===== src/rtl/pwm_pkg.sv =====
// Shared types and constants for the PWM capture block: duty scale, FSM encoding
// and quotient saturation.
package pwm_pkg;

    localparam int unsigned DUTY_W = 10;
    localparam logic [DUTY_W-1:0] DUTY_MAX = 10'd1023;
    // One extra quotient bit so that high == period (q == 1024) can be seen and clamped.
    localparam int unsigned QUOT_W = DUTY_W + 1;

    typedef enum logic [0:0] {
        StIdle,
        StMeasure
    } state_e;

    function automatic logic [DUTY_W-1:0] sat_duty(input logic [QUOT_W-1:0] q);
        if (q > {1'b0, DUTY_MAX}) begin
            return DUTY_MAX;
        end
        return q[DUTY_W-1:0];
    endfunction

endpackage


===== src/rtl/pwm_capture_if.sv =====
// Control, PWM input and measurement result bundle of pwm_capture.
interface pwm_capture_if #(
    parameter int unsigned CNT_W = 20
);
    import pwm_pkg::*;

    logic              enable;
    logic              pwm_in;
    logic [DUTY_W-1:0] duty;
    logic              duty_valid;
    logic [CNT_W-1:0]  period;
    logic [CNT_W-1:0]  high_time;
    logic              stuck;
    logic              busy;

    modport master (
        output enable,
        output pwm_in,
        input  duty,
        input  duty_valid,
        input  period,
        input  high_time,
        input  stuck,
        input  busy
    );

    modport slave (
        input  enable,
        input  pwm_in,
        output duty,
        output duty_valid,
        output period,
        output high_time,
        output stuck,
        output busy
    );

endinterface


===== src/rtl/pwm_capture_div.sv =====
// Sequential restoring divider: quotient = floor(dividend * 2^(QUOT_W-1) / divisor),
// one quotient bit per cycle, valid for dividend <= divisor.
module pwm_capture_div
    import pwm_pkg::*;
#(
    parameter int unsigned CNT_W = 20
) (
    input  logic              CLOCK_50,
    input  logic              reset_n,
    input  logic              clear,
    input  logic              start,
    input  logic [CNT_W-1:0]  dividend,
    input  logic [CNT_W-1:0]  divisor,
    output logic              busy,
    output logic              done,
    output logic [QUOT_W-1:0] quotient
);

    localparam int unsigned STEP_W = $clog2(QUOT_W);
    localparam logic [STEP_W-1:0] STEP_LAST = STEP_W'(QUOT_W - 1);

    logic              busy_q, busy_d;
    logic [STEP_W-1:0] step_q, step_d;
    logic [CNT_W:0]    rem_q, rem_d;
    logic [CNT_W-1:0]  div_q, div_d;
    logic [QUOT_W-2:0] quot_q, quot_d;

    logic [CNT_W:0] trial;
    logic [CNT_W:0] rem_next;
    logic           ge;
    logic           last;

    // First step compares the dividend itself (quotient MSB); later steps shift first.
    // The remainder is always below the divisor before a shift, so its MSB is free.
    always_comb begin
        trial    = (step_q == '0) ? rem_q : {rem_q[CNT_W-1:0], 1'b0};
        ge       = trial >= {1'b0, div_q};
        rem_next = ge ? (trial - {1'b0, div_q}) : trial;
        last     = step_q == STEP_LAST;
        quotient = {quot_q, ge};
        done     = busy_q & last;
    end

    always_comb begin
        busy_d = busy_q;
        step_d = step_q;
        rem_d  = rem_q;
        div_d  = div_q;
        quot_d = quot_q;
        if (clear) begin
            busy_d = 1'b0;
            step_d = '0;
        end else if (start) begin
            busy_d = 1'b1;
            step_d = '0;
            rem_d  = {1'b0, dividend};
            div_d  = divisor;
            quot_d = '0;
        end else if (busy_q) begin
            rem_d  = rem_next;
            quot_d = quotient[QUOT_W-2:0];
            step_d = step_q + STEP_W'(1);
            if (last) begin
                busy_d = 1'b0;
            end
        end
    end

    always_ff @(posedge CLOCK_50 or negedge reset_n) begin
        if (!reset_n) begin
            busy_q <= 1'b0;
            step_q <= '0;
            rem_q  <= '0;
            div_q  <= '0;
            quot_q <= '0;
        end else begin
            busy_q <= busy_d;
            step_q <= step_d;
            rem_q  <= rem_d;
            div_q  <= div_d;
            quot_q <= quot_d;
        end
    end

    assign busy = busy_q;

endmodule


===== src/rtl/pwm_capture.sv =====
// PWM receiver: measures period and high time between rising edges, reports duty
// on a 0..1023 scale and flags a line with no rising edge as stuck.
module pwm_capture
    import pwm_pkg::*;
#(
    parameter int unsigned CNT_W       = 20,
    parameter int unsigned SYNC_STAGES = 2,
    parameter int unsigned MIN_PERIOD  = 16
) (
    input  logic         CLOCK_50,
    input  logic         reset_n,
    pwm_capture_if.slave bus
);

    localparam logic [CNT_W-1:0] CNT_MAX = '1;
    localparam logic [CNT_W-1:0] CNT_ONE = {{(CNT_W - 1){1'b0}}, 1'b1};
    localparam logic [CNT_W-1:0] CNT_MIN = CNT_W'(MIN_PERIOD);

    logic [SYNC_STAGES-1:0] sync_q, sync_d;
    logic                   s, s_d_q, rise;

    state_e            state_q, state_d;
    logic [CNT_W-1:0]  per_cnt_q, per_cnt_d;
    logic [CNT_W-1:0]  hi_cnt_q, hi_cnt_d;
    logic [CNT_W-1:0]  cap_per_q, cap_per_d;
    logic [CNT_W-1:0]  cap_hi_q, cap_hi_d;
    logic [DUTY_W-1:0] duty_q, duty_d;
    logic [CNT_W-1:0]  period_q, period_d;
    logic [CNT_W-1:0]  high_q, high_d;
    logic              valid_q, valid_d;
    logic              stuck_q, stuck_d;

    logic              div_start;
    logic              div_busy;
    logic              div_done;
    logic [QUOT_W-1:0] div_quot;

    always_comb begin
        sync_d = {sync_q[SYNC_STAGES-2:0], bus.pwm_in};
        s      = sync_q[SYNC_STAGES-1];
        rise   = s & ~s_d_q;
    end

    always_comb begin
        state_d   = state_q;
        per_cnt_d = per_cnt_q;
        hi_cnt_d  = hi_cnt_q;
        cap_per_d = cap_per_q;
        cap_hi_d  = cap_hi_q;
        duty_d    = duty_q;
        period_d  = period_q;
        high_d    = high_q;
        valid_d   = 1'b0;
        stuck_d   = stuck_q;
        div_start = 1'b0;

        if (!bus.enable) begin
            state_d   = StIdle;
            per_cnt_d = '0;
            hi_cnt_d  = '0;
            stuck_d   = 1'b0;
        end else begin
            if (div_done) begin
                duty_d   = sat_duty(div_quot);
                period_d = cap_per_q;
                high_d   = cap_hi_q;
                valid_d  = 1'b1;
            end
            unique case (state_q)
                StIdle: begin
                    if (rise) begin
                        state_d   = StMeasure;
                        per_cnt_d = CNT_ONE;
                        hi_cnt_d  = CNT_ONE;
                        stuck_d   = 1'b0;
                    end
                end
                StMeasure: begin
                    if (rise) begin
                        // The rise cycle belongs to the new period, so it restarts at 1.
                        if (per_cnt_q >= CNT_MIN && !div_busy) begin
                            div_start = 1'b1;
                            cap_per_d = per_cnt_q;
                            cap_hi_d  = hi_cnt_q;
                        end
                        per_cnt_d = CNT_ONE;
                        hi_cnt_d  = CNT_ONE;
                    end else if (per_cnt_q == CNT_MAX) begin
                        // Hold at the limit until any pending divide has been published.
                        if (!div_busy) begin
                            state_d   = StIdle;
                            per_cnt_d = '0;
                            hi_cnt_d  = '0;
                            stuck_d   = 1'b1;
                            duty_d    = s ? DUTY_MAX : '0;
                            period_d  = '0;
                            high_d    = '0;
                            valid_d   = 1'b1;
                        end
                    end else begin
                        per_cnt_d = per_cnt_q + CNT_ONE;
                        if (s) begin
                            hi_cnt_d = hi_cnt_q + CNT_ONE;
                        end
                    end
                end
                default: state_d = StIdle;
            endcase
        end
    end

    always_ff @(posedge CLOCK_50 or negedge reset_n) begin
        if (!reset_n) begin
            sync_q    <= '0;
            s_d_q     <= 1'b0;
            state_q   <= StIdle;
            per_cnt_q <= '0;
            hi_cnt_q  <= '0;
            cap_per_q <= '0;
            cap_hi_q  <= '0;
            duty_q    <= '0;
            period_q  <= '0;
            high_q    <= '0;
            valid_q   <= 1'b0;
            stuck_q   <= 1'b0;
        end else begin
            sync_q    <= sync_d;
            s_d_q     <= s;
            state_q   <= state_d;
            per_cnt_q <= per_cnt_d;
            hi_cnt_q  <= hi_cnt_d;
            cap_per_q <= cap_per_d;
            cap_hi_q  <= cap_hi_d;
            duty_q    <= duty_d;
            period_q  <= period_d;
            high_q    <= high_d;
            valid_q   <= valid_d;
            stuck_q   <= stuck_d;
        end
    end

    pwm_capture_div #(
        .CNT_W (CNT_W)
    ) u_div (
        .CLOCK_50 (CLOCK_50),
        .reset_n  (reset_n),
        .clear    (~bus.enable),
        .start    (div_start),
        .dividend (cap_hi_d),
        .divisor  (cap_per_d),
        .busy     (div_busy),
        .done     (div_done),
        .quotient (div_quot)
    );

    assign bus.duty       = duty_q;
    assign bus.duty_valid = valid_q;
    assign bus.period     = period_q;
    assign bus.high_time  = high_q;
    // A fresh rise clears the stuck flag in the cycle it is seen.
    assign bus.stuck      = stuck_q & ~rise;
    assign bus.busy       = div_busy;

endmodule


===== src/flat_wrapper.sv =====
// flat-port wrapper written by rule: the top's interface ports become plain ports
module pwm_capture_flat import pwm_pkg::*;
#(
    parameter int unsigned CNT_W       = 20,
    parameter int unsigned SYNC_STAGES = 2,
    parameter int unsigned MIN_PERIOD  = 16
)
  (CLOCK_50, reset_n, bus_enable, bus_pwm_in, bus_duty, bus_duty_valid, bus_period, bus_high_time, bus_stuck, bus_busy);
  pwm_capture_if #(.CNT_W(CNT_W)) bus_i ();
  input  logic CLOCK_50;
  input  logic reset_n;
  input wire logic [$bits(bus_i.enable)-1:0] bus_enable;
  input wire logic [$bits(bus_i.pwm_in)-1:0] bus_pwm_in;
  output wire logic [$bits(bus_i.duty)-1:0] bus_duty;
  output wire logic [$bits(bus_i.duty_valid)-1:0] bus_duty_valid;
  output wire logic [$bits(bus_i.period)-1:0] bus_period;
  output wire logic [$bits(bus_i.high_time)-1:0] bus_high_time;
  output wire logic [$bits(bus_i.stuck)-1:0] bus_stuck;
  output wire logic [$bits(bus_i.busy)-1:0] bus_busy;
  assign bus_i.enable = bus_enable;
  assign bus_i.pwm_in = bus_pwm_in;
  assign bus_duty = bus_i.duty;
  assign bus_duty_valid = bus_i.duty_valid;
  assign bus_period = bus_i.period;
  assign bus_high_time = bus_i.high_time;
  assign bus_stuck = bus_i.stuck;
  assign bus_busy = bus_i.busy;
  pwm_capture #(.CNT_W(CNT_W), .SYNC_STAGES(SYNC_STAGES), .MIN_PERIOD(MIN_PERIOD)) u_core (.CLOCK_50(CLOCK_50), .reset_n(reset_n), .bus(bus_i));
endmodule

===== config.mk =====
export PLATFORM = sky130hd
export DESIGN_NAME = pwm_capture_flat
export DESIGN_NICKNAME = d
export VERILOG_FILES = /design/src/rtl/pwm_pkg.sv /design/src/rtl/pwm_capture_if.sv /design/src/rtl/pwm_capture_div.sv /design/src/rtl/pwm_capture.sv /design/src/flat_wrapper.sv
export SDC_FILE = /design/constraint.sdc
export NUM_CORES = 1
export LEC_CHECK = 0
export ABC_AREA = 0
export BUFFER_PORTS_ARGS = -buffer_cell sky130_fd_sc_hd__buf_2
export CORE_ASPECT_RATIO = 1.2
export CORE_MARGIN = 2
export CORE_UTILIZATION = 25
export CTS_BUF_LIST = sky130_fd_sc_hd__clkbuf_4 sky130_fd_sc_hd__clkbuf_8 sky130_fd_sc_hd__clkbuf_16
export DETAILED_ROUTE_END_ITERATION = 16
export GPL_ROUTABILITY_DRIVEN = 0
export PLACE_DENSITY = 0.53
export SLEW_MARGIN = 20
export SYNTH_ARGS = -nofsm -noshare
export SYNTH_HDL_FRONTEND = slang
export SYNTH_SLANG_ARGS = --single-unit

===== constraint.sdc =====
create_clock -name CLOCK_50 -period 3.5 [get_ports CLOCK_50]
set_input_delay 0.525 -clock CLOCK_50 [delete_from_list [all_inputs] [get_ports CLOCK_50]]
set_output_delay 0.525 -clock CLOCK_50 [all_outputs]
set_load 0.02 [all_outputs]

# == Word level (Yosys, flattened, before mapping) ==
# Index checks and enable logic that the tools add are counted.
# Widths: inputs -> output; s select.
# totals
in_bits,4
mem_bits_ro,0
ramBits,0
elab_cells,123
mem_count,0
output_inout_bits,53
latch_bits,0
ff_bits,192
# classes
n_mul,0
muxes,75
magnitude_cmp,3
bitwise_logic,6
add_sub_neg,4
n_eq_ne,9
n_shift,0
n_reduce_logical,9
n_div,0
# op_table
cell,count
$mux 20,27
$mux 10,10
$mux 21,4
$pmux 20 s2,2
$add 20x1->20 const B,2
$mux 1,27
$ge 21x20->1,1
$sub 21x20->21,1
$eq 20x20->1 const B,1
$ge 20x5->1 const B,1
$mux 4,3
$gt 11x10->1 const B,1
$ne 3x3->1 const B,3
$reduce_and 2->1,3
$ne 5x3->1 const B,1
$ne 5x4->1 const B,1
$add 4x1->4 const B,1
$eq 4x4->1 const B,1
$logic_not 4->1,1
$pmux 1 s2,2
$reduce_and 4->1,1
$and 1x1->1,3
$ne 3x1->1 const B,1
$ne 3x2->1 const B,1
5 further kinds,7

# == Longest topological paths before layout ==
# Gate-level depths: netlist (run 1).
# depth
word_depth,13
ltp_mapped,16
ltp_nobuf,14

# == Hierarchy ==
# Synthesis (run 1) repeated with hierarchy kept, for this count alone.
# unflattened
cells_unflattened,1054
area_unflattened_um2,9985.8
# modules_own_cells
mod,seq_area_each_um2,cells_per_inst,area_each_um2,n_inst
pwm_capture,3403.3,595,6014.5,1
pwm_capture_div,1401.3,459,3971.3,1

# == Worst setup path after synthesis (run 1) ==
# OpenSTA, ideal clock, no wires.
# synth_path
path_kind,reg-to-reg
start,register u_core.u_div.step_q[0]
end,register u_core.u_div.rem_q[20]
required_ns,3.376
period_less_slack_ns,3.746
t_arrival_ns,3.622
setup_ns,0.124
path_stages_with_launch,15
path_buffers,2
path_slack_ns,-0.246
cell_sequence,dfrtp_1 inv_1 ha_1 nor3b_1 clkbuf_1 mux2_2 ha_1 nor2b_1 o31a_1 o21ai_1 o2bb2ai_1 a211o_1 buf_4 and4_1 a211o_1
# synth_via
elab_chain_cells,6
elab_cells_between_ends,7
cone_classes,add/sub: 1; order compare: 1; mux: 4; reduce/logical: 1
# synth_rtl
element,line,text
"start, declared",pwm_capture_div.sv:23,"logic [STEP_W-1:0] step_q, step_d;"
"start signal, assigned",pwm_capture_div.sv:78,step_q <= step_d;
$logic_not 4->1 (*),pwm_capture_div.sv:36,"trial = (step_q == '0) ? rem_q : {rem_q[CNT_W-1:0], 1'b0};"
$mux 21 (*),pwm_capture_div.sv:36,
$sub 21x20->21 / $ge 21x20->1 (equally long branches),"pwm_capture_div.sv:38, pwm_capture_div.sv:37",
$mux 21 (*),pwm_capture_div.sv:38,"rem_next = ge ? (trial - {1'b0, div_q}) : trial;"
$mux 21 (*),pwm_capture_div.sv:59,end else if (busy_q) begin
$mux 21 (*),pwm_capture_div.sv:53,end else if (start) begin
"end signal, assigned",pwm_capture_div.sv:79,rem_q <= rem_d;
"end, declared",pwm_capture_div.sv:24,"logic [CNT_W:0] rem_q, rem_d;"
# Mark *: on every way between the ends. The rest lies on a longest branch, timed or not. The select of a mux whose other input is x is not followed.
# A chain may end at the register's enable or synchronous reset.

# == Worst setup path in the final report (run 1) ==
# layout_path
start,register u_core.u_div.step_q[0]
end,register u_core.u_div.rem_q[1]
# Same word-level chain as after synthesis.

==> results of run 1 <==
layer usage:
| metal | vias up | track usage | wire [µm] |
|---|---|---|---|
| li1 | 3642 | - | - |
| met1 | 3776 | 0.168 | 11500 |
| met2 | 151 | 0.237 | 13600 |
| met3 | 40 | 0.0171 | 914 |
| met4 | 0 | 0.0691 | 979 |
| met5 | - | 0 | 0 |
cell type report:
class	count	share of cell area
inverter	43	0.0138
clock inverter	11	0.00909
clock buffer	21	0.0400
multi-input combinational	681	0.394
timing repair buffer	135	0.0822
tap	474	0.0507
sequential	192	0.411
final timing paths:
| path | to | slack (ns) | depth (start not counted) |
|---|---|---|---|
| setup / recovery | u_core.u_div.rem_q[1] | 0.05 | 16 |
| hold / removal | u_core.cap_hi_q[11] | 0.15 | 1 |
| setup reg to reg | u_core.u_div.rem_q[1] | 0.05 | 16 |
| hold reg to reg | u_core.sync_q[1] | 0.36 | 0 |
| max in group asynchronous | u_core.cap_hi_q[19] | 2.53 | 2 |
| min in group CLOCK_50 | u_core.sync_q[0] | 0.21 | 1 |
what timing repair did:
item / CTS / global route
setup buffers: 1 / 11
gates cloned: 0 / 2
pin swaps: 0 / 14
endpoints found under the setup margin: 12 / 21
gates resized for setup: 10 / 58
where the power goes:
part / internal, µW / total (µW) / switching [µW]
sequential: 2220 / 2230 / 9.21
clock: 1040 / 1940 / 895
combinational: 24.1 / 112 / 88.0
per-stage QoR:
step,setup slack [ns],util
6_report,0.0534,0.317
5_1_grt,-0.0409,0.317
4_1_cts,-0.0131,0.305
3_5_place_dp,-0.173,0.288
3_3_place_gp,-0.157,0.288
2_1_floorplan,0.00910,-
Yosys cell counts (3+ instances only):
| library cell | n |
|---|---|
| dfrtp_1 | 192 |
| nand2_1 | 171 |
| o21ai_0 | 98 |
| nor2_1 | 60 |
| a22o_1 | 53 |
| a21oi_1 | 45 |
| inv_1 | 41 |
| clkbuf_1 | 39 |
| ha_1 | 26 |
| mux2_2 | 22 |
| nand4_1 | 17 |
| xnor2_1 | 16 |
| xor2_1 | 16 |
| a22oi_1 | 14 |
| mux2i_1 | 14 |
| nand3_1 | 13 |
| nor3_1 | 11 |
| a31oi_1 | 10 |
| nor4_1 | 8 |
| or3_1 | 7 |
| and3_1 | 6 |
| a21o_1 | 5 |
| and4_1 | 5 |
| o31ai_1 | 5 |
| a211oi_1 | 4 |
| o21a_1 | 4 |
| o22ai_1 | 4 |
| a211o_1 | 3 |
| buf_1 | 3 |
| buf_2 | 3 |
| buf_4 | 3 |
| nand2b_1 | 3 |
| o2111ai_1 | 3 |
state kept, by name, indices dropped and copies added (netlist names):
signal and cells:
u_core.u_div.rem_q 21, u_core.bus.high_time 20, u_core.bus.period 20, u_core.cap_hi_q 20
u_core.cap_per_q 20, u_core.hi_cnt_q 20, u_core.per_cnt_q 20, u_core.u_div.div_q 20
u_core.bus.duty 10, u_core.u_div.quot_q 10, u_core.u_div.step_q 4, u_core.sync_q 2
u_core.bus.duty_valid 1, u_core.s_d_q 1, u_core.state_q 1, u_core.stuck_q 1
u_core.u_div.busy 1
logic make-up after synthesis:
family                     after synthesis  share of synthesized area
AOI/OAI and AO/OA                      267                      0.187
xor gates and xnor gates                32                     0.0299
adders and majority gates               27                     0.0368
buffers and inverters                   92                     0.0392
DFF                                    192                      0.512
muxes                                   36                     0.0414
and+or+nand+nor                        319                      0.154
worst max-delay path: stages (launching register included):
cell       delay, ns
dfrtp_1         0.39
inv_2           0.07
ha_2            0.15
nor3b_4         0.19
buf_4           0.15
buf_12          0.13
mux2_4          0.33
ha_4            0.22
nor2b_4         0.12
o31a_1          0.32
o21ai_2         0.22
o2bb2ai_4       0.11
buf_4           0.15
a211oi_4        0.28
buf_4           0.18
mux2i_1         0.20
o21ai_0         0.09
==> reports/summary.txt, run 1 <==
==================================================================================
Leading cell type in the layout, fill and taps excluded                    dfrtp_1
Initial Utilization                                                          0.254
Die height                                                                  216 µm
Power density cells                                                     366 nW/µm²
Max-capacitance violation count                                                  0
Main flop type after synthesis                                             dfrtp_1
Data arrival at the endpoint of the critical path                          3.75 ns
Area growth syn-to-layout                                                    24.8%
Worst supply voltage drop on vdd                                            279 µV
Vias per inst                                                                 4.89
# rows                                                                          77
Clock transition at the registers of the reported paths                    0.07 ns
Final TNS setup                                                               0 ns
Post-synthesis cell area                                                  9380 µm²
Die span in x                                                               181 µm
Number of enable-type register cells in the synthesized netlist                  0
Post-route antenna net violation count                                           0
Post-route fraction of the period consumed by the critical path              0.985
Tot Pwr                                                                    4280 µW
Setup repair after global routing missed its margin                           true
Final Cell Area                                                          11700 µm²
Share of Yosys cell area claimed by the top area cell type                   0.512
Area of the die                                                          39100 µm²
Max Fanout on Critical Path                                                      8
Number of setup violations in the final report                                   0
Leftover overflow at the end of global routing                                   0
Antenna diode instance count                                                     0
Via count of the first global-routing pass                                    7525
Layout fillers                                                                3784
Status                                                                finished, final reports clean
Clock insertion delay at the later pin of the skew report                  0.45 ns
Pin count of the biggest net entering global routing                            90
Final min period                                                           3.45 ns
First-iteration detailed-routing DRC count                                     511
Worst hold path class                                                  in -> async
Number of different library cells in the post-synthesis netlist                 67
Synthesized net count                                                          996
Hold-fix buffer count after cts                                                  0
First-pass iteration count of the detailed router                                5
Worst Setup End Kind                                                      register
I/O pin count                                                                   57
Average detailed-routed wire length per instance                           17.3 µm
CP required                                                                3.81 ns
Final worst clock skew                                                  0.00989 ns
Root buf cell                                                            clkbuf_16
Async set-reset flop share out of synthesis                                   1.00
Post-Syn Area per Cell                                                    9.72 µm²
Total via count after detailed routing                                        7609
Wire length of the first global-routing pass                               42.2 mm
Fraction of the yosys area taken by sequential cells                         0.512
Total GRT Usage                                                              0.137
Count of final hold-check violations                                             0
Final HPWL DP                                                              19.1 mm
Critical path launch point                                            u_core.u_div.step_q[0]
Placed Instance Area                                                     10600 µm²
Register bit total from synthesis                                              192
Final Routed Wirelength                                                    27.0 mm
Placeable core area                                                      36900 µm²
Origin of the critical flop-to-flop path                              u_core.u_div.step_q[0]
Fin. max-slew vios                                                               0
YS warnings                                                                      0
Gate Count Post-Synth                                                          965
Num CTS Buffers                                                                 17
Worst hold-check slack                                                    0.149 ns
Clock tree from TritonCTS                                                      yes
Number of buffers on the longest clock path                                      2
Kind of start point of the critical path                                  register
Multi-input gate area                                                     4610 µm²
Cell count after placement                                                    1512
Worst slew margin relative to its limit                                      0.431
Most frequent cells in the layout                                     dfrtp_1 (192), nand2_1 (171), o21ai_0 (91)
Pin slew with the least headroom to its limit                             0.852 ns
Top cells by area in the synthesized netlist                          dfrtp_1 (51%), nand2_1 (6.8%), o21ai_0 (5.2%)
Post-route insts no fill                                                      1557
Maximum clock frequency                                                    290 MHz
Share of final-layout standard cells stronger than drive strength 1          0.228
P_leak                                                                  0.00549 µW
Number of buffer cells added on primary ports                                   56
CTS HTree Levels                                                                 4
Net count reported at finish                                                  1101
Antenna violations before repair                                                 1
Category of the critical setup timing path                              reg -> reg
# clock sinks                                                                  192
Sequential cell area in the final layout                                  4800 µm²
Leading area contributor after synthesis                                   dfrtp_1
DRC Markers                                                                      0
==================================================================================
(Power assumes the default switching activity.)
==> run 2: changes to the inputs <==
--- a/config.mk
+++ b/config.mk
@@ -10,7 +10,6 @@
 export CORE_ASPECT_RATIO = 1.2
 export CORE_MARGIN = 2
 export CORE_UTILIZATION = 25
-export CTS_BUF_LIST = sky130_fd_sc_hd__clkbuf_4 sky130_fd_sc_hd__clkbuf_8 sky130_fd_sc_hd__clkbuf_16
 export DETAILED_ROUTE_END_ITERATION = 16
 export GPL_ROUTABILITY_DRIVEN = 0
 export PLACE_DENSITY = 0.53
==> reports/summary.txt, run 2 (synthesis gave the netlist of run 1 again) <==
==================================================================================
Status                                                                finished, final reports clean   unchanged
Hold-fix buffer count after cts                                                  0   unchanged
Clock transition at the registers of the reported paths                    0.07 ns   about the same
DRC Markers                                                                      0   unchanged
Number of buffers on the longest clock path                                      2   unchanged
Pin slew with the least headroom to its limit                             0.850 ns   was 0.852 ns
Data arrival at the endpoint of the critical path                          3.75 ns   about the same
Post-route antenna net violation count                                           0   unchanged
Maximum clock frequency                                                    290 MHz   unchanged
Wire length of the first global-routing pass                               42.2 mm   unchanged
Register with the highest flop count                                  u_core.u_div.rem_q   unchanged
Max Fanout on Critical Path                                                      8   unchanged
Worst Setup End Kind                                                      register   unchanged
Category of the critical setup timing path                              reg -> reg   unchanged
FF-to-FF End                                                          u_core.u_div.rem_q[1]   unchanged
Net count reported at finish                                                  1101   unchanged
Count of final hold-check violations                                             0   unchanged
Most frequent cells in the layout                                     dfrtp_1 (192), nand2_1 (171), o21ai_0 (91)   unchanged
Placeable core area                                                      36900 µm²   unchanged
I/O pin count                                                                   57   unchanged
Die height                                                                  216 µm   unchanged
Final TNS setup                                                               0 ns   unchanged
Kind of start point of the critical path                                  register   unchanged
Area growth syn-to-layout                                                    24.7%   was 24.8%
Worst slew margin relative to its limit                                      0.432   was 0.431
Area of the die                                                          39100 µm²   unchanged
Cell count after placement                                                    1512   unchanged
Root buf cell                                                            clkbuf_16   unchanged
Worst hold path class                                                  in -> async   unchanged
First-pass iteration count of the detailed router                                5   unchanged
Max-capacitance violation count                                                  0   unchanged
Final worst clock skew                                                  0.00989 ns   unchanged
Number of buffer cells added on primary ports                                   56   unchanged
Pin count of the biggest net entering global routing                            90   unchanged
Num CTS Buffers                                                                 17   unchanged
Final Routed Wirelength                                                    26.9 mm   was 27.0 mm
Origin of the critical flop-to-flop path                              u_core.u_div.step_q[0]   unchanged
P_leak                                                                  0.00548 µW   was 0.00549 µW
Tot Pwr                                                                    4260 µW   was 4280 µW
Initial Utilization                                                          0.254   unchanged
Total via count after detailed routing                                        7600   was 7609
Max reg flops                                                                   21   unchanged
Final Cell Area                                                          11700 µm²   about the same
Setup repair after global routing missed its margin                           true   unchanged
Placed Instance Area                                                     10600 µm²   unchanged
Via count of the first global-routing pass                                    7525   unchanged
First-iteration detailed-routing DRC count                                     511   unchanged
Worst hold-check slack                                                    0.149 ns   about the same
Leftover overflow at the end of global routing                                   0   unchanged
Antenna diode instance count                                                     0   unchanged
# rows                                                                          77   unchanged
Worst supply voltage drop on vdd                                            279 µV   about the same
Vias per inst                                                                 4.88   was 4.89
Die span in x                                                               181 µm   unchanged
Power density cells                                                     365 nW/µm²   was 366 nW/µm²
# clock sinks                                                                  192   unchanged
Final HPWL DP                                                              19.1 mm   unchanged
Post-route insts no fill                                                      1557   unchanged
Antenna violations before repair                                                 1   unchanged
Share of final-layout standard cells stronger than drive strength 1          0.226   was 0.228
Worst reg-to-reg setup slack                                               0.05 ns   about the same
Clock tree from TritonCTS                                                      yes   unchanged
Number of setup violations in the final report                                   0   unchanged
Post-route fraction of the period consumed by the critical path              0.985   about the same
Final min period                                                           3.45 ns   about the same
Leading cell type in the layout, fill and taps excluded                    dfrtp_1   unchanged
Fin. max-slew vios                                                               0   unchanged
R2r worst-path depth                                                            16   unchanged
CP required                                                                3.81 ns   about the same
CTS HTree Levels                                                                 4   unchanged
Average detailed-routed wire length per instance                           17.3 µm   about the same
Clock insertion delay at the later pin of the skew report                  0.45 ns   about the same
Total GRT Usage                                                              0.137   unchanged
==================================================================================
[run 2: critical path, stage by stage, from the launching register on]
cell and delay [ns]:
dfrtp_1 0.39, inv_2 0.07, ha_2 0.15, nor3b_4 0.19, buf_4 0.15, buf_12 0.13, mux2_4 0.33, ha_4 0.22
nor2b_4 0.12, o31a_1 0.32, o21ai_2 0.22, o2bb2ai_4 0.11, buf_4 0.15, a211oi_4 0.28, buf_4 0.18, mux2i_1 0.20
o21ai_0 0.09
[run 2: final cells by class]
type / count / area, µm²
timing repair buffer: 135 / 962
multi-input combinational: 681 / 4610
clock inverter: 11 / 106
inverter: 43 / 161
clock buffer: 21 / 460
fill: 3785 / 25200
tap: 474 / 593
sequential: 192 / 4800
[run 2: stage by stage]
stage / util / setup slack [ns]
finish: 0.317 / 0.0534
global route: 0.317 / -0.0409
CTS: 0.305 / -0.0131
detailed placement: 0.288 / -0.173
global placement: 0.288 / -0.157
floorplan: - / 0.00910
[run 2: timing repair]
action | 4_1_cts | 5_1_grt
gates cloned | 0 | 2
gates resized for setup | 10 | 58
setup buffers | 1 | 11
pin swaps | 0 | 14
setup endpoints to repair | 12 | 21
[run 2: where the power goes]
group          internal (µW)  total, µW  leakage (µW)  switching (µW)
logic                   24.1        112       0.00263            87.9
registers               2220       2230       0.00257            9.15
clock network           1030       1920      0.000281             895
total                   3270       4260       0.00548             992
[run 2: how the worst max path moves through the flow]
stage / cells after the start / end / slack, ns / start
6_report: 16 / u_core.u_div.rem_q[1] / 0.05 / u_core.u_div.step_q[0]
5_1_grt: 16 / u_core.u_div.rem_q[12] / -0.04 / u_core.u_div.step_q[0]
4_1_cts: 15 / u_core.u_div.rem_q[20] / -0.01 / u_core.u_div.step_q[0]
3_5_place_dp: 15 / u_core.u_div.rem_q[4] / -0.17 / u_core.u_div.step_q[0]
3_3_place_gp: 15 / u_core.u_div.rem_q[4] / -0.16 / u_core.u_div.step_q[0]
2_1_floorplan: 14 / u_core.u_div.rem_q[20] / 0.009 / u_core.u_div.step_q[0]
[run 2: per-layer routing]
layer | share of wire | up-vias | GRT usage | wire length, µm
met1 | 0.43 | 3764 | 0.168 | 11500
met4 | 0.036 | 0 | 0.0691 | 979
met2 | 0.50 | 153 | 0.237 | 13600
met3 | 0.035 | 40 | 0.0171 | 931
met5 | 0 | - | 0 | 0
li1 | - | 3643 | - | -
